## src/rtl/mdu_pkg.sv

```systemverilog
// Shared multiply/divide unit definitions.
// Used by the Booth multiplier, the divider wrapper and the decode stage:
//   - XLEN / ITER constants
//   - multiply op encodings (funct3[1:0] of the RV64 M-extension multiplies)
//   - common iterative-unit state enum
package mdu_pkg;

    localparam int XLEN = 64;
    localparam int ITER = XLEN / 2 + 1;

    localparam logic [1:0] MUL_OP_MUL    = 2'b00;
    localparam logic [1:0] MUL_OP_MULH   = 2'b01;
    localparam logic [1:0] MUL_OP_MULHSU = 2'b10;
    localparam logic [1:0] MUL_OP_MULHU  = 2'b11;

    typedef enum logic [1:0] {
        IDLE = 2'd0,
        RUN  = 2'd1,
        DONE = 2'd2
    } mdu_state_e;

endpackage

```

## src/rtl/booth4_recode.sv

```systemverilog
// Radix-4 Booth digit recoder.
// Ports:
//   win  in  3  multiplier window {b[2i+1], b[2i], b[2i-1]}
//   neg  out 1  digit is negative
//   one  out 1  |digit| == 1
//   two  out 1  |digit| == 2
// A zero digit is one=two=0 (neg is also forced low for 111).
module booth4_recode (
    input  logic [2:0] win,
    output logic       neg,
    output logic       one,
    output logic       two
);

    assign one = win[1] ^ win[0];
    assign two = (win == 3'b011) | (win == 3'b100);
    assign neg = win[2] & ~(win[1] & win[0]);

endmodule

```

## src/rtl/booth4_mul.sv

```systemverilog
// Iterative radix-4 Booth multiplier for MUL / MULH / MULHSU / MULHU.
// Fixed latency: accepted at edge N, ready pulses between edges N+ITER and
// N+ITER+1, independent of the operand values.
// Ports:
//   clock    in   1     clock
//   reset_n  in   1     asynchronous active-low reset
//   start    in   1     request, sampled only in IDLE
//   op       in   2     MUL_OP_* encoding
//   a        in   XLEN  multiplicand (rs1)
//   b        in   XLEN  multiplier (rs2)
//   busy     out  1     high while iterating
//   ready    out  1     one-cycle pulse, result valid
//   result   out  XLEN  selected product half, held until next accepted start
module booth4_mul #(
    parameter int XLEN = mdu_pkg::XLEN
) (
    input  logic            clock,
    input  logic            reset_n,
    input  logic            start,
    input  logic [1:0]      op,
    input  logic [XLEN-1:0] a,
    input  logic [XLEN-1:0] b,
    output logic            busy,
    output logic            ready,
    output logic [XLEN-1:0] result
);
    import mdu_pkg::*;

    localparam int ITERS = XLEN / 2 + 1;
    localparam int EW    = XLEN + 2;     // extended operand width
    localparam int HW    = XLEN + 3;     // accumulator high part (holds +-2x)
    localparam int PW    = HW + EW + 1;  // hi | multiplier | guard bit
    localparam int CW    = $clog2(ITERS);

    mdu_state_e     state;
    logic [1:0]     op_q;
    logic [EW-1:0]  mcand;
    logic [PW-1:0]  acc;
    logic [CW-1:0]  cnt;

    logic           a_sgn, b_sgn;
    logic [EW-1:0]  a_ext, b_ext;
    logic           neg, one, two;
    logic [HW-1:0]  pp, hi_sum;
    logic [PW-1:0]  acc_nxt;

    // Extra two bits make unsigned 64-bit operands representable as signed,
    // so one signed datapath covers all four ops.
    assign a_sgn = (op == MUL_OP_MULH) || (op == MUL_OP_MULHSU);
    assign b_sgn = (op == MUL_OP_MULH);
    assign a_ext = {{2{a_sgn & a[XLEN-1]}}, a};
    assign b_ext = {{2{b_sgn & b[XLEN-1]}}, b};

    booth4_recode u_recode (
        .win (acc[2:0]),
        .neg (neg),
        .one (one),
        .two (two)
    );

    always_comb begin
        pp = '0;
        if (one)
            pp = {mcand[EW-1], mcand};
        else if (two)
            pp = {mcand, 1'b0};
        if (neg)
            pp = ~pp + {{(HW-1){1'b0}}, 1'b1};
        hi_sum  = acc[PW-1 -: HW] + pp;
        // Arithmetic shift by 2; the consumed multiplier bit b[2i+1]
        // becomes the next guard bit.
        acc_nxt = {{2{hi_sum[HW-1]}}, hi_sum, acc[EW:2]};
    end

    // After ITERS steps the multiplier is fully shifted out and the exact
    // product sits in acc[PW-1:1].
    always_ff @(posedge clock or negedge reset_n) begin
        if (!reset_n) begin
            state  <= IDLE;
            busy   <= 1'b0;
            ready  <= 1'b0;
            result <= '0;
            cnt    <= '0;
            acc    <= '0;
            mcand  <= '0;
            op_q   <= MUL_OP_MUL;
        end else begin
            case (state)
                IDLE: begin
                    if (start) begin
                        op_q  <= op;
                        mcand <= a_ext;
                        acc   <= {{HW{1'b0}}, b_ext, 1'b0};
                        cnt   <= CW'(ITERS - 1);
                        busy  <= 1'b1;
                        state <= RUN;
                    end
                end
                RUN: begin
                    acc <= acc_nxt;
                    if (cnt == '0) begin
                        result <= (op_q == MUL_OP_MUL) ? acc_nxt[XLEN:1]
                                                       : acc_nxt[2*XLEN:XLEN+1];
                        ready  <= 1'b1;
                        busy   <= 1'b0;
                        state  <= DONE;
                    end else begin
                        cnt <= cnt - 1'b1;
                    end
                end
                DONE: begin
                    ready <= 1'b0;
                    state <= IDLE;
                end
                default: state <= IDLE;
            endcase
        end
    end

endmodule

```

## config.mk

```make
export PLATFORM = sky130hd
export DESIGN_NAME = booth4_mul
export DESIGN_NICKNAME = d
export VERILOG_FILES = /design/src/rtl/mdu_pkg.sv /design/src/rtl/booth4_recode.sv /design/src/rtl/booth4_mul.sv
export SDC_FILE = /design/constraint.sdc
export NUM_CORES = 1
export LEC_CHECK = 0
export CAP_MARGIN = 10
export CORE_MARGIN = 1.5
export CORE_UTILIZATION = 55
export DETAILED_ROUTE_END_ITERATION = 12
export DONT_BUFFER_PORTS = 1
export HOLD_SLACK_MARGIN = 0.05
export PLACE_DENSITY = 0.7
export SETUP_SLACK_MARGIN = 0.5
export SLEW_MARGIN = 20
export SYNTH_ARGS = -nofsm -noshare
export SYNTH_HDL_FRONTEND = slang
export SYNTH_SLANG_ARGS = --single-unit
```

## constraint.sdc

```tcl
create_clock -name clock -period 9.45 [get_ports clock]
set_input_delay 1.4175 -clock clock [delete_from_list [all_inputs] [get_ports clock]]
set_output_delay 1.4175 -clock clock [all_outputs]
set_load 0.03 [all_outputs]
```

# ---- Word level (Yosys, flattened, before mapping)
# Index checks and enable logic that the tools add are counted.
dict set report word_totals {
  regBits 275
  inputBits 133
  out_inout_bits 66
}
dict set report op_classes {
  n_addsub 3
  n_eq_ne 9
  n_mux 17
  bitwise_logic 8
  n_reduce_logical 13
}
# cell count
set ops {}
lappend ops {{one-hot mux 134 bit (2 select lines)} 1}
lappend ops {{two-way mux 67 bit} 3}
lappend ops {{two-way mux 134 bit} 1}
lappend ops {{adder 67 x 1 -> 67 bit (second input constant)} 1}
lappend ops {{adder 67 bit} 1}
lappend ops {{NOT 67 bit} 1}
lappend ops {{two-way mux 64 bit} 1}
lappend ops {{two-way mux 6 bit} 2}
lappend ops {{one-hot mux 6 bit (2 select lines)} 1}
lappend ops {{AND reduction 2 bit} 5}
lappend ops {{zero test 6 bit} 1}
lappend ops {{!= test 2 bit (second input constant)} 3}
lappend ops {{AND reduction 3 bit} 2}
lappend ops {{subtractor 6 x 1 -> 6 bit (second input constant)} 1}
lappend ops {{AND 1 bit} 4}
lappend ops {{== test 2 x 1 -> 1 bit (second input constant)} 2}
lappend ops {{== test 2 bit (second input constant)} 2}
lappend ops {{zero test 2 bit} 2}
lappend ops {{two-way mux 2 bit} 2}
lappend ops {{one-hot mux 1 bit (2 select lines)} 2}
lappend ops {{one-hot mux 2 bit (2 select lines)} 1}
lappend ops {{nonzero test 2 bit} 2}
lappend ops {{== test 3 x 2 -> 1 bit (second input constant)} 1}
lappend ops {{== test 3 bit (second input constant)} 1}
lappend ops {{5 further kinds} 7}

# ---- Depth between registers and ports, before layout
dict set report depth {
  ltp_word 9
  ltp_mapped 32
}

# ---- Cells and area by module
# A second synthesis with hierarchy kept.
dict set report unflattened {
  cells_unflattened 2281
  hier_area_um2 17887.2
}
# mod n_inst cells_per_inst area_per_inst_um2
set by_module_without_submodules {}
lappend by_module_without_submodules {booth4_mul 1 2275 17833.4}
lappend by_module_without_submodules {booth4_recode 1 6 53.8}

# ---- Least setup slack after synthesis
# Ideal clock, no wire load.
dict set report synth_timing {
  path_kind {register to register}
  start {reg acc[0]}
  end {reg acc[130]}
  setup_time_ns 0.069
  arrival_ns 6.651
  t_required_ns 9.381
  setup_slack_ns 2.730
  path_stages_with_launch 30
  n_path_buf 9
  synth_period_minus_slack_ns 6.720
  cell_sequence {dfrtp_1 -> inv_1 -> ha_1 -> buf_6 -> buf_2 -> buf_1 -> clkbuf_1 -> clkbuf_1 -> clkbuf_1 -> clkbuf_1 -> clkbuf_1 -> a21oi_1 -> ha_1 -> inv_1 -> a211o_1 -> a211oi_1 -> o21ai_0 -> nand2_1 -> xor2_1 -> ha_1 -> clkbuf_1 -> nand4_1 -> or2_2 -> a2111oi_0 -> o211ai_1 -> a211o_1 -> a21boi_0 -> a21oi_1 -> or4_1 -> nand3_1}
}
dict set report synth_between {
  elab_chain_cells 9
  elab_cells_between_ends 14
  classes_between {add/sub (2); eq/ne (2); mux (4); bitwise (6)}
}
# item line_no
set synth_rtl {}
lappend synth_rtl {{start: declaration} booth4_mul.sv:38} ;# logic [PW-1:0] acc;
lappend synth_rtl {{start signal: assignment} booth4_mul.sv:93} ;# acc <= {{HW{1'b0}}, b_ext, 1'b0};
lappend synth_rtl {{start signal: assignment} booth4_mul.sv:100} ;# acc <= acc_nxt;
lappend synth_rtl {{== test 3 x 2 -> 1 bit / == test 3 bit (equally long branches)} booth4_recode.sv:16} ;# assign two = (win == 3'b011) | (win == 3'b100);
lappend synth_rtl {{OR 1 bit} booth4_recode.sv:16}
lappend synth_rtl {{two-way mux 67 bit} booth4_mul.sv:65} ;# else if (two)
lappend synth_rtl {{two-way mux 67 bit} booth4_mul.sv:63} ;# if (one)
lappend synth_rtl {{NOT 67 bit} booth4_mul.sv:68} ;# pp = ~pp + {{(HW-1){1'b0}}, 1'b1};
lappend synth_rtl {{adder 67 x 1 -> 67 bit} booth4_mul.sv:68}
lappend synth_rtl {{two-way mux 67 bit (*)} booth4_mul.sv:67} ;# if (neg)
lappend synth_rtl {{adder 67 bit (*)} booth4_mul.sv:69} ;# hi_sum = acc[PW-1 -: HW] + pp;
lappend synth_rtl {{one-hot mux 134 bit (2 select lines) (*)} booth4_mul.sv:88} ;# case (state)
# Every way passes the cells marked *; elsewhere a longest branch is shown, timed or not.
# A chain may end at the register's enable or synchronous reset.

# ---- Final worst setup path
dict set report layout_timing {
  start {reg acc[0]}
  end {reg acc[132]}
}
# The elaborated chain is that of the path after synthesis.

==> flow_summary.toml <==
[worst_setup_path]
crit_path_start_kind = "flop"
cp.arrival_ps = 7600
cpMaxStageDelayCell = "ha_4"
crit_top_cell = "o21ai_0"
slowest_delay_ps = 730
critPathRequiredTime_ps = 9920
worstSetupPathType = "flop to flop"
r2r_end = "acc[132]$_DFFE_PN0P_"
r2r_cells = 21
critPathCaptureType = "flop"
worstPathCellList = "inv_1 -> ha_4 -> buf_4 -> nor2_1 -> a221oi_2 -> o2111ai_1 -> or3_1 -> or2_4 -> o41ai_1 -> xnor2_1 -> ha_1 -> a21oi_1 -> o21ai_0 -> a2111oi_0 -> o21ai_0 -> a31oi_1 -> nand2_1 -> a311oi_1 -> nand4b_1 -> o21ai_0 -> a22o_1"
path_max_fanout = 93
r2r-start = "acc[0]$_DFFE_PN0P_"
reg2reg_slack_ps = 2320

[grt]
grt.total_usage_pct = 31.2
grt_pass1_wl_um = 84100
grt_pass1_vias = 15010
overflow = 0
grt_start_max_net_pins = 274
antenna_found_initial = 0

[die]
die_x_um = 184
start_util_pct = 55.7
core-area_um2 = 32500
dieArea_um2 = 33900
die_h_um = 184
io_pins = 199
row_count = 66

[layout]
area.growth.synth_to_final_pct = 6.34
fillers = 2900
post-route-util_pct = 59.2
final_common_cell = "nand2_1"
drive_above_1_share_pct = 7.95
final_cell_mix = "nand2_1, dfrtp_1, o21ai_0"
num_antenna_cells = 0
fin_nets = 2249

[routing]
drt_first_iter_violations = 1571
firstDrtPassIters = 6
vias = 16113
drc_errors = 0
ant_nets = 0
wl_um = 53500
wl_per_cell_um = 21.3
avgViaCountPerCell = 6.43

[timing]
fmax_mhz = 140
tns_ps = 0
fin_worst_skew_ps = 10.7
slew_violations = 0
finalSetupViolCount = 0
tightest_slew_ps = 940
hold_viol = 0
layout_min_cycle_time_ps = 7130
period_share_pct = 75.4
slew_headroom_pct = 37.3
rsz0062_at_grt = "false"

[yosys]
syn-cell-area_um2 = 18100
yosysWarnings = 0
synth-edff-count = 0
yosys.area.top_type = "dfrtp_1"
synth_sequential_area_ratio_pct = 37.8
synthCells = 2145
ys_ff_latch = 273
avgSynthCellArea_um2 = 8.42
ys.flop_type = "dfrtp_1"
synth-async-reset-ratio_pct = 100
yosysTopAreaCellShare_pct = 37.8
synth_nets = 2351
synth_cell_types = 75
synthTopCellsByArea = "dfrtp_1, nand2_1, o21ai_0, ha_1, mux2_2"

[clock_tree]
cts_tree = "yes"
ctsResizeCount = 0
root_buffer = "clkbuf_16"
cts_num_sinks = 273
clockBufferDepth = 3
clkLatencyLatePin_ps = 580
cts_buffers = 30
cts_setup_buffers = 0
cts_hold_buf = 0
clkTransAtPathRegs_ps = 60
cts.htree.levels = 1

[run_status]
outcome = "finished clean"

[flow_run]
maxCapViolCount = 0

[place]
place.gp.congestion = 0.958
hpwl_um = 38000
io_buffers = 0

[hold_path]
hp-start = "acc[116]$_DFFE_PN0P_"
hold_depth = 2
hold-path-endpoint = "acc[116]$_DFFE_PN0P_"
worst_hold_path_type = "flop to flop"
==> how the worst max path moves through the flow <==
stage / from / to / slack, ps
floorplan: acc[0]$_DFFE_PN0P_ / acc[130]$_DFFE_PN0P_ / 2730
global placement: acc[1]$_DFFE_PN0P_ / acc[132]$_DFFE_PN0P_ / 2710
detailed placement: acc[0]$_DFFE_PN0P_ / acc[132]$_DFFE_PN0P_ / 2450
CTS: acc[0]$_DFFE_PN0P_ / acc[132]$_DFFE_PN0P_ / 2450
global route: acc[1]$_DFFE_PN0P_ / acc[132]$_DFFE_PN0P_ / 1720
finish: acc[0]$_DFFE_PN0P_ / acc[132]$_DFFE_PN0P_ / 2320
==> final cells by class <==
type	instances	area (um2)	area share, %
Clock buffer	45	887	4.62
Inverter	39	146	0.762
Clock inverter	8	97.6	0.508
Tap cell	442	553	2.88
Sequential cell	273	6830	35.6
Multi-Input combinational cell	1680	10600	54.9
Timing Repair Buffer	19	143	0.742
==> state kept, by name, indices dropped and copies added (netlist names) <==
signal  flops
op_q        2
cnt         6
result     64
acc       132
busy        1
mcand      65
state       2
ready       1
==> synthesized netlist by cell type (12+ instances only) <==
cell,n
dfrtp_1,273
o21bai_1,12
nor2b_1,12
o21ai_0,234
and3_1,12
xor2_1,51
nand4_1,28
nand3_1,32
inv_1,38
buf_1,12
o211ai_1,13
a21o_1,36
o22ai_1,12
nand2_1,345
o31ai_1,14
a31oi_1,50
mux2_2,69
nand2b_1,17
ha_1,72
a22o_1,55
a21oi_1,134
nor3_1,33
clkbuf_1,137
nor2_1,137
a22oi_1,79
xnor2_1,78
nor4_1,12
or3_1,15
==> worst max-delay path: cells and delay by family, from the launching register on <==
family / cells / cell delay [ps]
flip-flops: 1 / 360
XOR/XNOR: 1 / 210
buffers and inverters: 2 / 810
AND/OR/NAND/NOR: 5 / 1280
AO/OA/AOI/OAI: 11 / 3170
adder cells (fa/ha/maj): 2 / 1140
==> through the flow <==
stage	setup slack [ps]	hold slack, ps	cells	instance area [um2]
after floorplan	2730	456	2145	18100
after global placement	2710	471	2453	18200
after detailed placement	2450	484	2453	18200
after CTS	2450	500	2506	19200
after global routing	1720	523	2506	19200
final	2320	502	2506	19200
==> per-layer routing <==
layer  wire length, um  global-route usage [%]  vias to the layer above  share of wire (%)
li1                  -                       -                     7555                  -
met1             24700                    47.2                     7828                 46
met2             22400                    45.5                      657                 42
met3              5230                    6.50                       73                9.8
met4              1140                    7.08                        0                2.1
met5                 0                       0                        -                  0
==> cells by family after synthesis <==
family / share of synthesized area [%]
flops: 37.8
simple gates: 16.9
fa+ha+maj: 5.10
buf+inv: 4.06
xor+xnor: 6.25
compound gates: 25.1
mux: 4.80
Power is not shown: default switching activity piles up to over one toggle a cycle in this logic, so the estimate is an artifact.
